$ cat src/rtl/hsid_x_obi_arb.sv
// Two-requester round-robin OBI arbiter for the hsid_x master port, with an in-order
// ID FIFO that routes each rvalid back to the requester that issued the transaction.
package hsid_x_obi_inf_pkg;
  localparam int HSID_WORD_WIDTH = 32;

  typedef struct packed {
    logic                           req;
    logic                           we;
    logic [HSID_WORD_WIDTH/8-1:0]   be;
    logic [HSID_WORD_WIDTH-1:0]     addr;
    logic [HSID_WORD_WIDTH-1:0]     wdata;
  } obi_req_t;

  typedef struct packed {
    logic                       gnt;
    logic                       rvalid;
    logic [HSID_WORD_WIDTH-1:0] rdata;
  } obi_resp_t;
endpackage

module hsid_x_obi_arb
  import hsid_x_obi_inf_pkg::*;
#(
  parameter int MAX_OUTSTANDING = 4,
  parameter int WORD_WIDTH      = HSID_WORD_WIDTH
) (
  input  logic      clk,
  input  logic      rst_n,
  input  obi_req_t  m0_req_i,
  output obi_resp_t m0_rsp_o,
  input  obi_req_t  m1_req_i,
  output obi_resp_t m1_rsp_o,
  output obi_req_t  obi_req_o,
  input  obi_resp_t obi_rsp_i,
  output logic      err_o
);

  localparam int CW = $clog2(MAX_OUTSTANDING + 1);
  localparam int PW = (MAX_OUTSTANDING > 1) ? $clog2(MAX_OUTSTANDING) : 1;
  localparam logic [CW-1:0] FULL_COUNT = CW'(MAX_OUTSTANDING);
  localparam logic [PW-1:0] LAST_PTR   = PW'(MAX_OUTSTANDING - 1);

  typedef enum logic {
    ARB_OPEN,
    ARB_LOCKED
  } arb_state_t;

  arb_state_t      state_q, state_d;
  logic            locked_id_q, locked_id_d;
  logic            rr_ptr_q;
  logic [CW-1:0]   count_q;
  logic [PW-1:0]   wr_ptr_q, rd_ptr_q;
  logic            err_q;
  logic            id_fifo_q [MAX_OUTSTANDING];

  logic            sel;
  logic            full;
  logic            accept;
  logic            stall;
  logic            pop;
  logic            head_id;
  logic [WORD_WIDTH-1:0] rdata;

  assign full    = (count_q == FULL_COUNT);
  assign pop     = obi_rsp_i.rvalid & (count_q != '0);
  assign head_id = id_fifo_q[rd_ptr_q];
  assign rdata   = obi_rsp_i.rdata;
  assign err_o   = err_q;

  // A stalled address phase keeps its master until the slave grants it.
  always_comb begin
    sel = 1'b0;
    if (state_q == ARB_LOCKED) begin
      sel = locked_id_q;
    end else if (m0_req_i.req & m1_req_i.req) begin
      sel = rr_ptr_q;
    end else if (m1_req_i.req) begin
      sel = 1'b1;
    end
  end

  always_comb begin
    obi_req_o     = sel ? m1_req_i : m0_req_i;
    obi_req_o.req = (sel ? m1_req_i.req : m0_req_i.req) & ~full;
  end

  assign accept = obi_req_o.req & obi_rsp_i.gnt;
  assign stall  = obi_req_o.req & ~obi_rsp_i.gnt;

  always_comb begin
    m0_rsp_o        = '0;
    m1_rsp_o        = '0;
    m0_rsp_o.gnt    = accept & ~sel;
    m1_rsp_o.gnt    = accept & sel;
    m0_rsp_o.rvalid = pop & ~head_id;
    m1_rsp_o.rvalid = pop & head_id;
    m0_rsp_o.rdata  = rdata;
    m1_rsp_o.rdata  = rdata;
  end

  always_comb begin
    state_d     = state_q;
    locked_id_d = locked_id_q;
    if (accept) begin
      state_d = ARB_OPEN;
    end else if (stall) begin
      state_d     = ARB_LOCKED;
      locked_id_d = sel;
    end
  end

  always_ff @(posedge clk or negedge rst_n) begin
    if (!rst_n) begin
      state_q     <= ARB_OPEN;
      locked_id_q <= 1'b0;
      rr_ptr_q    <= 1'b0;
      count_q     <= '0;
      wr_ptr_q    <= '0;
      rd_ptr_q    <= '0;
      err_q       <= 1'b0;
    end else begin
      state_q     <= state_d;
      locked_id_q <= locked_id_d;
      if (accept) begin
        rr_ptr_q <= ~sel;
        wr_ptr_q <= (wr_ptr_q == LAST_PTR) ? '0 : wr_ptr_q + 1'b1;
      end
      if (pop) begin
        rd_ptr_q <= (rd_ptr_q == LAST_PTR) ? '0 : rd_ptr_q + 1'b1;
      end
      // Push and pop in the same cycle leave the occupancy unchanged.
      case ({accept, pop})
        2'b10:   count_q <= count_q + 1'b1;
        2'b01:   count_q <= count_q - 1'b1;
        default: count_q <= count_q;
      endcase
      if (obi_rsp_i.rvalid && count_q == '0) begin
        err_q <= 1'b1;
      end
    end
  end

  always_ff @(posedge clk) begin
    if (accept) begin
      id_fifo_q[wr_ptr_q] <= sel;
    end
  end

endmodule

$ cat config.mk
export PLATFORM = sky130hd
export DESIGN_NAME = hsid_x_obi_arb
export DESIGN_NICKNAME = d
export VERILOG_FILES = /design/src/rtl/hsid_x_obi_arb.sv
export SDC_FILE = /design/constraint.sdc
export NUM_CORES = 1
export LEC_CHECK = 0
export BUFFER_PORTS_ARGS = -buffer_cell sky130_fd_sc_hd__buf_2
export CORE_AREA = 2 2 122 124
export CTS_BUF_LIST = sky130_fd_sc_hd__clkbuf_8
export DETAILED_ROUTE_END_ITERATION = 8
export DIE_AREA = 0 0 124 126
export PLACE_DENSITY_LB_ADDON = 0.15
export SLEW_MARGIN = 30
export SYNTH_ARGS = -nofsm -noshare
export SYNTH_HDL_FRONTEND = slang
export SYNTH_SLANG_ARGS = --single-unit
$ cat constraint.sdc
create_clock -name clk -period 2.9 [get_ports clk]
set_input_delay 0.58 -clock clk [delete_from_list [all_inputs] [get_ports clk]]
set_output_delay 0.58 -clock clk [all_outputs]
set_load 0.01 [all_outputs]
==> impl_metrics.py <==
metrics = {
    "outcome": {
        "status": "completed",
    },
    "drt": {
        "wl_per_cell_um": 16.7,
        "dr.pass1.iters": 4,
        "vias_per_cell": 3.81,
        "drt_iter0_drc": 66,
        "wirelength_um": 9210,
        "ant_nets": 0,
        "vias": 2101,
        "drc": 0,
    },
    "cts": {
        "cts_buffers": 3,
        "cts_hold_buf": 0,
        "clkTransAtPathRegs_ns": 0.07,
        "htreeDepth": 1,
        "clock_latency_ns": 0.25,
        "cts_buffer_depth": 2,
        "cts_setup_buffers": 0,
        "cts-root-buf": "clkbuf_8",
        "clock-sinks": 15,
        "cts_resized": 0,
        "cts_tree": "done",
    },
    "critical_path": {
        "crit_fanout": 32,
        "timing.rr.start": "count_q[0]$_DFFE_PN0P_",
        "critical_path_required_ns": 2.32,
        "crit_top_cell": "buf_2",
        "crit_path_end_kind": "primary output",
        "cp_slowest_cell": "mux2_2",
        "critical_path.cell_chain": "buf_2, nor2b_1, o21a_4, buf_12, mux2_2, buf_2",
        "crit_path_start": "m0_req_i[69]",
        "crit_arrival_ns": 1.91,
        "slowest_delay_ns": 0.37,
        "r2r_slack_ns": 0.65,
        "path_class": "input pin to primary output",
        "crit_buf_inv": 3,
        "worstReg2RegEnd": "count_q[2]$_DFFE_PN0P_",
        "r2r_cells": 9,
        "startpoint_type": "input pin",
        "cp_top_family": "buffers and inverters",
    },
    "power_and_ir_drop": {
        "totalPowerFinal_mw": 2.63,
        "leakagePower_nw": 1.59,
        "power.density_nw_per_um2": 857,
        "peakVddDrop_mv": 0.320,
    },
    "synthesis": {
        "synth_top_area_share_pct": 37.7,
        "synth-edff-count": 4,
        "synth_most_common_cell": "mux2_2",
        "synth_area_leaders": "mux2_2 38%, buf_4 22%, dfrtp_1 13%",
        "syn-cell-area_um2": 2150,
        "synth_common_cells": "72 x mux2_2, 64 x buf_4, 11 x dfrtp_1",
        "ys_seq_area_share_pct": 18.4,
        "synth-main-ff-cell": "dfrtp_1",
        "yosysTopAreaCell": "mux2_2",
        "synth_area_per_cell_um2": 10.1,
        "synth_cell_types": 28,
        "synth-warning-count": 0,
        "syn-num-nets": 395,
        "synthArstFlopShare_pct": 73.3,
        "netlist_instances": 212,
        "synth-seq-cells": 15,
    },
    "global_route": {
        "grt_pass1_vias": 2103,
        "grt_max_degree": 33,
        "overflow": 0,
        "antenna_found_initial": 0,
        "grt_pass1_wl_um": 12200,
        "grtUsageTotal_pct": 10.6,
    },
    "floorplan": {
        "die_area_um2": 15600,
        "die_x_um": 124,
        "initial_core_util_pct": 15.0,
        "core_um2": 14300,
        "boundaryPins": 315,
        "die_y_um": 126,
        "num_rows": 44,
    },
    "flow_run": {
        "drv_cap": 0,
    },
    "place": {
        "dp_hpwl_um": 8300,
        "place_congestion": 0.874,
        "dp_slack_ns": 0.389,
        "port-buffer-count": 218,
    },
    "timing": {
        "fin_crit_ns": 2.49,
        "setup_tns_ns": 0,
        "finalCritPeriodShare_pct": 86.0,
        "setup_viol": 0,
        "tightest_slew_ns": 0.579,
        "fmax_mhz": 401,
        "slew_headroom_pct": 61.2,
        "hold_violations": 0,
        "rsz0062_at_grt": "no",
        "slew_viol_final": 0,
        "setup_slack_ns": 0.406,
        "final.setup_skew_ns": 0.00192,
    },
    "layout": {
        "nets": 551,
        "fillers": 1640,
        "area_growth_pct": 42.7,
        "antennaDiodeCount": 0,
        "drive_gt1_share_pct": 84.2,
    },
    "hold_path": {
        "worstHoldPathType": "input pin to asynchronous set/reset pin",
    },
}
## final cells by class
| type | instances | area (um2) | share of cell area [%] |
|---|---|---|---|
| Clock buffer | 3 | 41.3 | 1.35 |
| Clock inverter | 1 | 5.00 | 0.163 |
| Inverter | 10 | 37.5 | 1.22 |
| Multi-Input combinational cell | 115 | 1200 | 39.2 |
| Sequential cell | 15 | 395 | 12.9 |
| Tap cell | 184 | 230 | 7.51 |
| Timing Repair Buffer | 223 | 1150 | 37.6 |
## power by group
group          total, mW  internal [mW]  switching [mW]
sequential         0.412          0.324          0.0880
clock              0.178         0.0953          0.0822
combinational       2.04           1.07           0.967
## state kept, by name, indices dropped and copies added, names as in the netlist
name and cells:
rr_ptr_q 1, count_q 3, locked_id_q 1, rd_ptr_q 2, wr_ptr_q 2, id_fifo_q 4
err_o 1, state_q 1
## cell families (layout without fill, tap and decap cells)
| family | count (synthesis) | count (layout) | synth area share (%) |
|---|---|---|---|
| buffers and inverters | 82 | 237 | 26.0 |
| multiplexers | 75 | 75 | 39.7 |
| AND/OR/NAND/NOR | 20 | 20 | 5.65 |
| flip-flops | 15 | 15 | 18.4 |
| AO/OA/AOI/OAI | 10 | 10 | 4.60 |
| adder cells (fa/ha/maj) | 7 | 7 | 4.43 |
| XOR/XNOR | 3 | 3 | 1.22 |
## worst max-delay path by stage
stage,endpoint,cells past startpoint,slack (ns)
after floorplan,count_q[2]$_DFFE_PN0P_,9,0.72
after global placement,obi_req_o[9],6,0.42
after detailed placement,obi_req_o[4],6,0.39
after CTS,obi_req_o[4],6,0.38
after global routing,obi_req_o[4],6,0.33
final,obi_req_o[2],6,0.41
## stage by stage
step / std cells / hold WS [ns] / instance area [um2] / utilization, %
6_report: 551 / 0.203 / 3070 / 21.4
2_1_floorplan: 212 / 0.284 / 2150 / -
3_3_place_gp: 547 / 0.436 / 3020 / 21.1
4_1_cts: 551 / 0.214 / 3070 / 21.4
3_5_place_dp: 547 / 0.447 / 3020 / 21.1
5_1_grt: 551 / 0.210 / 3070 / 21.4
## cells in the final DEF, fill, tap and decap left out, types with 2 or more instances in the layout
cell type  Yosys  final
a21o_1         2      2
and2_2         4      4
buf_12         0      2
buf_2          8    218
buf_4         64      3
clkbuf_8       0      3
dfrtp_1       11     11
edfxtp_1       4      4
ha_1           6      6
inv_1         10     10
mux2_2        72     72
mux2i_1        2      2
nand2_1        2      2
nor2_1         3      3
nor2b_1        2      2
nor3_1         5      5
o31ai_1        2      2
xor2_1         2      2
## routing by layer
metal	GRT usage, %	wire length [um]	vias to the layer above
met5	0	0	-
met4	2.18	155	0
met3	5.93	1340	17
met2	17.0	4260	148
met1	12.2	3460	960
li1	-	-	976
Note: power is estimated with default switching activity, not from simulation.
